<file path="src/rtl/div_pkg.sv">
// Shared types and constants for the sequential divider and the
// multiplier error harness that consumes its flags.
package div_pkg;

    // Controller states of the iterative divider.
    typedef enum logic [1:0] {
        IDLE = 2'd0,
        BUSY = 2'd1,
        DONE = 2'd2
    } div_state_e;

    // Default operand width (16x16 multiplier inverse).
    localparam int DIV_W = 16;

    // Saturated quotient returned on divide-by-zero or overflow.
    localparam logic [DIV_W-1:0] ALL_ONES = {DIV_W{1'b1}};

    // Error flags carried alongside each result.
    typedef struct packed {
        logic dbz;
        logic ovf;
    } div_flags_t;

    localparam div_flags_t FLAG_NONE = '{dbz: 1'b0, ovf: 1'b0};
    localparam div_flags_t FLAG_OVF  = '{dbz: 1'b0, ovf: 1'b1};
    localparam div_flags_t FLAG_DBZ  = '{dbz: 1'b1, ovf: 1'b0};

endpackage

</file>
<file path="src/rtl/div_step.sv">
// One restoring-division iteration: shift the next dividend bit into the
// partial remainder and subtract the divisor when it fits.
module div_step #(
    parameter int W = 16
) (
    input  logic [W:0]   r_in,
    input  logic         bit_in,
    input  logic [W-1:0] divisor,
    output logic [W:0]   r_out,
    output logic         q_bit
);

    logic [W:0] t;
    logic [W:0] diff;
    logic       fits;

    // The bit shifted out of r_in[W] is weighted 2^(W+1); if it were ever set
    // the trial value is certainly >= divisor, so it forces a subtraction.
    always_comb begin
        t     = {r_in[W-1:0], bit_in};
        diff  = t - {1'b0, divisor};
        fits  = r_in[W] | (t >= {1'b0, divisor});
        q_bit = fits;
        r_out = fits ? diff : t;
    end

endmodule

</file>
<file path="src/rtl/seq_div32x16.sv">
// Iterative restoring divider: 2W-bit dividend / W-bit divisor, one quotient
// bit per clock, valid/ready handshakes on both sides.
//
// Handshake: a transfer happens on a rising edge where valid && ready are
// both high. in_ready is high only in IDLE; out_valid is high only in DONE,
// and the result stays stable until the cycle out_ready is sampled high.
// Outputs are registered and hold their last values outside DONE.
module seq_div32x16
    import div_pkg::*;
#(
    parameter  int W     = 16,
    localparam int CNT_W = $clog2(W + 1)
) (
    input  logic           clk,
    input  logic           rst,
    input  logic           in_valid,
    output logic           in_ready,
    input  logic [2*W-1:0] dividend,
    input  logic [W-1:0]   divisor,
    output logic           out_valid,
    input  logic           out_ready,
    output logic [W-1:0]   quotient,
    output logic [W-1:0]   remainder,
    output logic           dbz,
    output logic           ovf
);

    localparam logic [W-1:0]     QUO_SAT  = {W{1'b1}};
    localparam logic [CNT_W-1:0] CNT_LOAD = CNT_W'(W);
    localparam logic [CNT_W-1:0] CNT_LAST = CNT_W'(1);

    div_state_e       state_q, state_d;
    logic [CNT_W-1:0] cnt_q, cnt_d;
    logic [W:0]       rem_q, rem_d;     // partial remainder R
    logic [W-1:0]     sh_q, sh_d;       // dividend low bits out, quotient bits in
    logic [W-1:0]     dvs_q, dvs_d;     // captured divisor
    logic [W-1:0]     quo_q, quo_d;
    logic [W-1:0]     rmd_q, rmd_d;
    div_flags_t       flags_q, flags_d;

    logic [W:0]       step_r;
    logic             step_q;
    logic [W-1:0]     div_hi;
    logic [W-1:0]     div_lo;

    assign div_hi = dividend[2*W-1:W];
    assign div_lo = dividend[W-1:0];

    div_step #(.W(W)) u_step (
        .r_in    (rem_q),
        .bit_in  (sh_q[W-1]),
        .divisor (dvs_q),
        .r_out   (step_r),
        .q_bit   (step_q)
    );

    // State, datapath and result registers; reset abandons any operation.
    always_ff @(posedge clk or posedge rst) begin
        if (rst) begin
            state_q <= IDLE;
            cnt_q   <= '0;
            rem_q   <= '0;
            sh_q    <= '0;
            dvs_q   <= '0;
            quo_q   <= '0;
            rmd_q   <= '0;
            flags_q <= FLAG_NONE;
        end else begin
            state_q <= state_d;
            cnt_q   <= cnt_d;
            rem_q   <= rem_d;
            sh_q    <= sh_d;
            dvs_q   <= dvs_d;
            quo_q   <= quo_d;
            rmd_q   <= rmd_d;
            flags_q <= flags_d;
        end
    end

    // Next-state and datapath: operand capture, one iteration per BUSY cycle,
    // early completion for divide-by-zero and quotient overflow.
    always_comb begin
        state_d = state_q;
        cnt_d   = cnt_q;
        rem_d   = rem_q;
        sh_d    = sh_q;
        dvs_d   = dvs_q;
        quo_d   = quo_q;
        rmd_d   = rmd_q;
        flags_d = flags_q;

        case (state_q)
            IDLE: begin
                if (in_valid) begin
                    dvs_d = divisor;
                    if (divisor == '0) begin
                        quo_d   = QUO_SAT;
                        rmd_d   = div_lo;
                        flags_d = FLAG_DBZ;
                        state_d = DONE;
                    end else if (div_hi >= divisor) begin
                        quo_d   = QUO_SAT;
                        rmd_d   = div_lo;
                        flags_d = FLAG_OVF;
                        state_d = DONE;
                    end else begin
                        rem_d   = {1'b0, div_hi};
                        sh_d    = div_lo;
                        cnt_d   = CNT_LOAD;
                        state_d = BUSY;
                    end
                end
            end
            BUSY: begin
                rem_d = step_r;
                sh_d  = {sh_q[W-2:0], step_q};
                cnt_d = cnt_q - 1'b1;
                if (cnt_q == CNT_LAST) begin
                    quo_d   = {sh_q[W-2:0], step_q};
                    rmd_d   = step_r[W-1:0];
                    flags_d = FLAG_NONE;
                    state_d = DONE;
                end
            end
            DONE: begin
                if (out_ready) begin
                    state_d = IDLE;
                end
            end
            default: begin
                state_d = IDLE;
            end
        endcase
    end

    assign in_ready  = (state_q == IDLE);
    assign out_valid = (state_q == DONE);
    assign quotient  = quo_q;
    assign remainder = rmd_q;
    assign dbz       = flags_q.dbz;
    assign ovf       = flags_q.ovf;

endmodule

</file>
<file path="config.mk">
export PLATFORM = sky130hd
export DESIGN_NAME = seq_div32x16
export DESIGN_NICKNAME = d
export VERILOG_FILES = /design/src/rtl/div_pkg.sv /design/src/rtl/div_step.sv /design/src/rtl/seq_div32x16.sv
export SDC_FILE = /design/constraint.sdc
export NUM_CORES = 1
export LEC_CHECK = 0
export ABC_AREA = 1
export BUFFER_PORTS_ARGS = -buffer_cell sky130_fd_sc_hd__buf_4
export CELL_PAD_IN_SITES_DETAIL_PLACEMENT = 1
export CELL_PAD_IN_SITES_GLOBAL_PLACEMENT = 2
export CORE_MARGIN = 2
export CORE_UTILIZATION = 34
export CTS_CLUSTER_SIZE = 24
export DETAILED_ROUTE_END_ITERATION = 8
export PLACE_DENSITY = 0.85
export SYNTH_ARGS = -nofsm -noshare
export SYNTH_HDL_FRONTEND = slang
export SYNTH_HIERARCHICAL = 1
export SYNTH_SLANG_ARGS = --single-unit
</file>
<file path="constraint.sdc">
create_clock -name clk -period 4.27 [get_ports clk]
set_input_delay 0.854 -clock clk [delete_from_list [all_inputs] [get_ports clk]]
set_output_delay 0.854 -clock clk [all_outputs]
set_load 0.03 [all_outputs]
</file>
==> metrics.txt <==
Hold Crit Start quotient[8]; Final HPWL DP about 15,000 um; relative slew slack between 40% and 50%; Clock transition at path regs about 70 ps; final setup fails 0; Yosys warning total 6; Leak ~4.2 nW; fmax ~350 MHz; Die Wd around 140 um; Hold Slack around 480 ps; Die Y ~140 um; Tot GR Track Use between 20% and 30%; RD Place Congestion between 0.9 and 1; switching fraction of total power 54.7%; Hold Path Cell Cnt 2; Hold Buf Count CTS 0; reg2reg start dvs_q[3]; Ports 88; Tightest Pin Transition about 840 ps; Setup WS pre-CTS about 1000 ps; Syn Nets between 1,000 and 1,500; skew final between 10 and 15 ps; DRT Pass-1 Iters 4; Initial DRC Count about 300; Final #Nets between 1,000 and 1,500; share of post-route cells with drive strength above 1 around 14%; Mapped Cells 917; Detail Route Antenna Nets 0; DRC 0; fin worst setup slack ~1400 ps; post-synthesis sequential area ratio 36.7%; Antenna Cells 0; Hold Path End quotient[8]; crit-path max FO 37; status finished clean; RR Endpoint remainder[9]; CTS tree done; Final TNS setup 0 ps; drt total wl between 15,000 and 20,000 um; H-tree depth 3; crit-path most repeated cell nand2_1; Worst Path Buf+Inv 2; sequential power share a little under a quarter; crit path launch type primary input; post-synth cell types 34; Port Buffer Count 87; max cap viols 0; cell area after synthesis roughly 6100 um2; CP delay by family, top simple AND/OR/NAND/NOR gates; crit end category register; Design Power slightly below 0.007 W; via count roughly 6,000; final hold violations 0; Slowest Stage Delay on Critical Path ~600 ps; Clk Latency, worst-skew pair 360 ps; Int Pwr 0.00311 W; Std-Cell Rows around 50; Num CTS Buffers 9; R2R Setup Slk 1440 ps; Switch Pwr roughly 0.0038 W; vias per cell ~4.9; vias in the first global route 6,076; GR Overflow Total 0; Max Root-Sink Buffers 2; area grow syn2layout 17.9%; Comb pwr share between 60 and 70%; Cell Pwr Density ~950 nW/um2; die area 19,100 um2; maximum vdd drop around 0.00047 V; final clock period utilization by the worst path 67.4%; flops & latches, synth 90; Crit path arrival time about 3200 ps; # clock sinks 90; Tightest Hold Check Type reg -> reg; Worst Path Required about 4600 ps; RSZ-0062 raised after global routing no; crit path time final approximately 2900 ps; routed len/inst about 16 um; maximum number of pins on one net before global-route repair 80; CP cell instances buf_4 -> inv_1 -> ha_1 -> a21o_1 -> nor2_1 -> nand2_1 -> nor2_1 -> nand3_2 -> nand2_4 -> nand2_1 -> nand2_1; first-pass GRT wire length approximately 32,000 um; Final Max Tran Viols 0; syn avg cell area around 6.7 um2; slowest CP cell nand3_2; area of the core 17,800 um2; # Post-CTS Setup Buffers 0; clock share of power about an eighth; post-cts sizing count 0; Initial Util 34.4%; Setup CP Type in -> reg; initial antenna violation count 0; Clk Tree Root Cell clkbuf_16; worst r2r path cells 16
==> placed cells by master, fill, tap and decap left out, types with 9 or more instances in the layout <==
| cell type | Yosys | layout |
|---|---|---|
| ha_1 | 34 | 34 |
| inv_1 | 127 | 126 |
| nand2_1 | 374 | 374 |
| buf_4 | 5 | 94 |
| o21ai_0 | 61 | 61 |
| nor2_1 | 31 | 31 |
| clkbuf_16 | 0 | 9 |
| nand3_1 | 103 | 103 |
| dfrtp_1 | 90 | 90 |
| a21oi_1 | 13 | 13 |
==> cell usage after synthesis <==
cell type | instances | area, um2
nor2_1 | 31 | 116
o21ai_2 | 1 | 8.76
a21oi_2 | 1 | 8.76
nand4_1 | 4 | 25.0
ha_1 | 34 | 425
xor2_1 | 7 | 61.3
buf_4 | 5 | 37.5
nor2_4 | 1 | 11.3
nand3_2 | 2 | 20.0
o21ai_0 | 61 | 305
or2_2 | 6 | 37.5
a21o_1 | 1 | 7.51
buf_6 | 4 | 45.0
inv_2 | 3 | 11.3
and2_1 | 2 | 12.5
buf_1 | 2 | 7.51
nor2_2 | 1 | 6.26
dfrtp_1 | 90 | 2250
nand2_4 | 4 | 45.0
inv_1 | 127 | 477
xnor2_1 | 1 | 8.76
nand2_1 | 374 | 1400
a21oi_1 | 13 | 65.1
o31ai_1 | 1 | 7.51
nor3_1 | 5 | 25.0
fa_1 | 1 | 20.0
nand2_2 | 1 | 6.26
clkbuf_1 | 17 | 63.8
o21a_1 | 1 | 7.51
nor3_2 | 2 | 20.0
mux2_2 | 1 | 11.3
nand3_1 | 103 | 515
nand3b_1 | 2 | 15.0
buf_2 | 8 | 40.0
==> cell type report <==
| type | instances | area, um2 |
|---|---|---|
| multi-input cells | 661 | 3200 |
| clock buffers | 9 | 225 |
| inverters | 130 | 489 |
| flip-flops and latches | 90 | 2250 |
| fillers | 2305 | 10600 |
| repair buffers | 94 | 706 |
| clock inverters | 7 | 71.3 |
| well taps | 229 | 287 |
==> flip-flops by register name, indices dropped and copies added, names as in the netlist <==
register   cells
rem_q         17
ovf            1
dvs_q         16
state_q        2
remainder     16
sh_q          16
quotient      16
dbz            1
cnt_q          5
==> metal layers <==
metal  up-vias  GRT usage [%]  share of wire [%]
met5         -              0                  0
met4         0           6.18                1.8
met3        22           3.33                4.2
met2        82           35.2                 47
met1      2861           28.3                 47
li1       2986              -                  -
==> worst max path at each step <==
| stage | from | cells past startpoint | slack, ps | endpoint |
|---|---|---|---|---|
| after global routing | divisor[15] | 11 | 1100 | remainder[6] |
| after global placement | dividend[31] | 10 | 1080 | remainder[5] |
| after detailed placement | divisor[15] | 11 | 1000 | quotient[6] |
| final | divisor[15] | 11 | 1390 | remainder[14] |
| after CTS | divisor[15] | 11 | 1380 | quotient[6] |
| after floorplan | rst | 1 | 1080 | cnt_q[0] |
==> logic make-up (layout without fill, tap and decap cells) <==
logic type | after synthesis | in the layout | synth area share (%)
buffers and inverters | 166 | 240 | 11.1
XOR/XNOR | 8 | 8 | 1.14
flip-flops | 90 | 90 | 36.7
multiplexers | 1 | 1 | 0.184
adder cells (fa/ha/maj) | 35 | 35 | 7.27
AO/OA/AOI/OAI | 79 | 79 | 6.69
AND/OR/NAND/NOR | 538 | 538 | 36.9
==> metrics by stage <==
stage          utilization [%]  std cells  cell area [um2]
2_1_floorplan                -        917             6130
3_3_place_gp              38.8       1204             6930
3_5_place_dp              38.8       1204             6930
4_1_cts                   40.5       1220             7230
5_1_grt                   40.5       1220             7230
6_report                  40.5       1220             7230
==> tightest hold or removal path, stage by stage (launching register included) <==
cell     delay [ps]
dfrtp_1         350
nand2_1          50
nand2_1          50
==> power groups by stage <==
stage / combinational [W] / clock [W] / sequential [W]
after floorplan: 0.00296 / 0 / 0.00181
after global placement: 0.00443 / 0 / 0.00160
after detailed placement: 0.00450 / 0 / 0.00160
after CTS: 0.00454 / 0.000825 / 0.00159
after global routing: 0.00510 / 0.000852 / 0.00165
final: 0.00448 / 0.000802 / 0.00159
(Power assumes the default switching activity.)
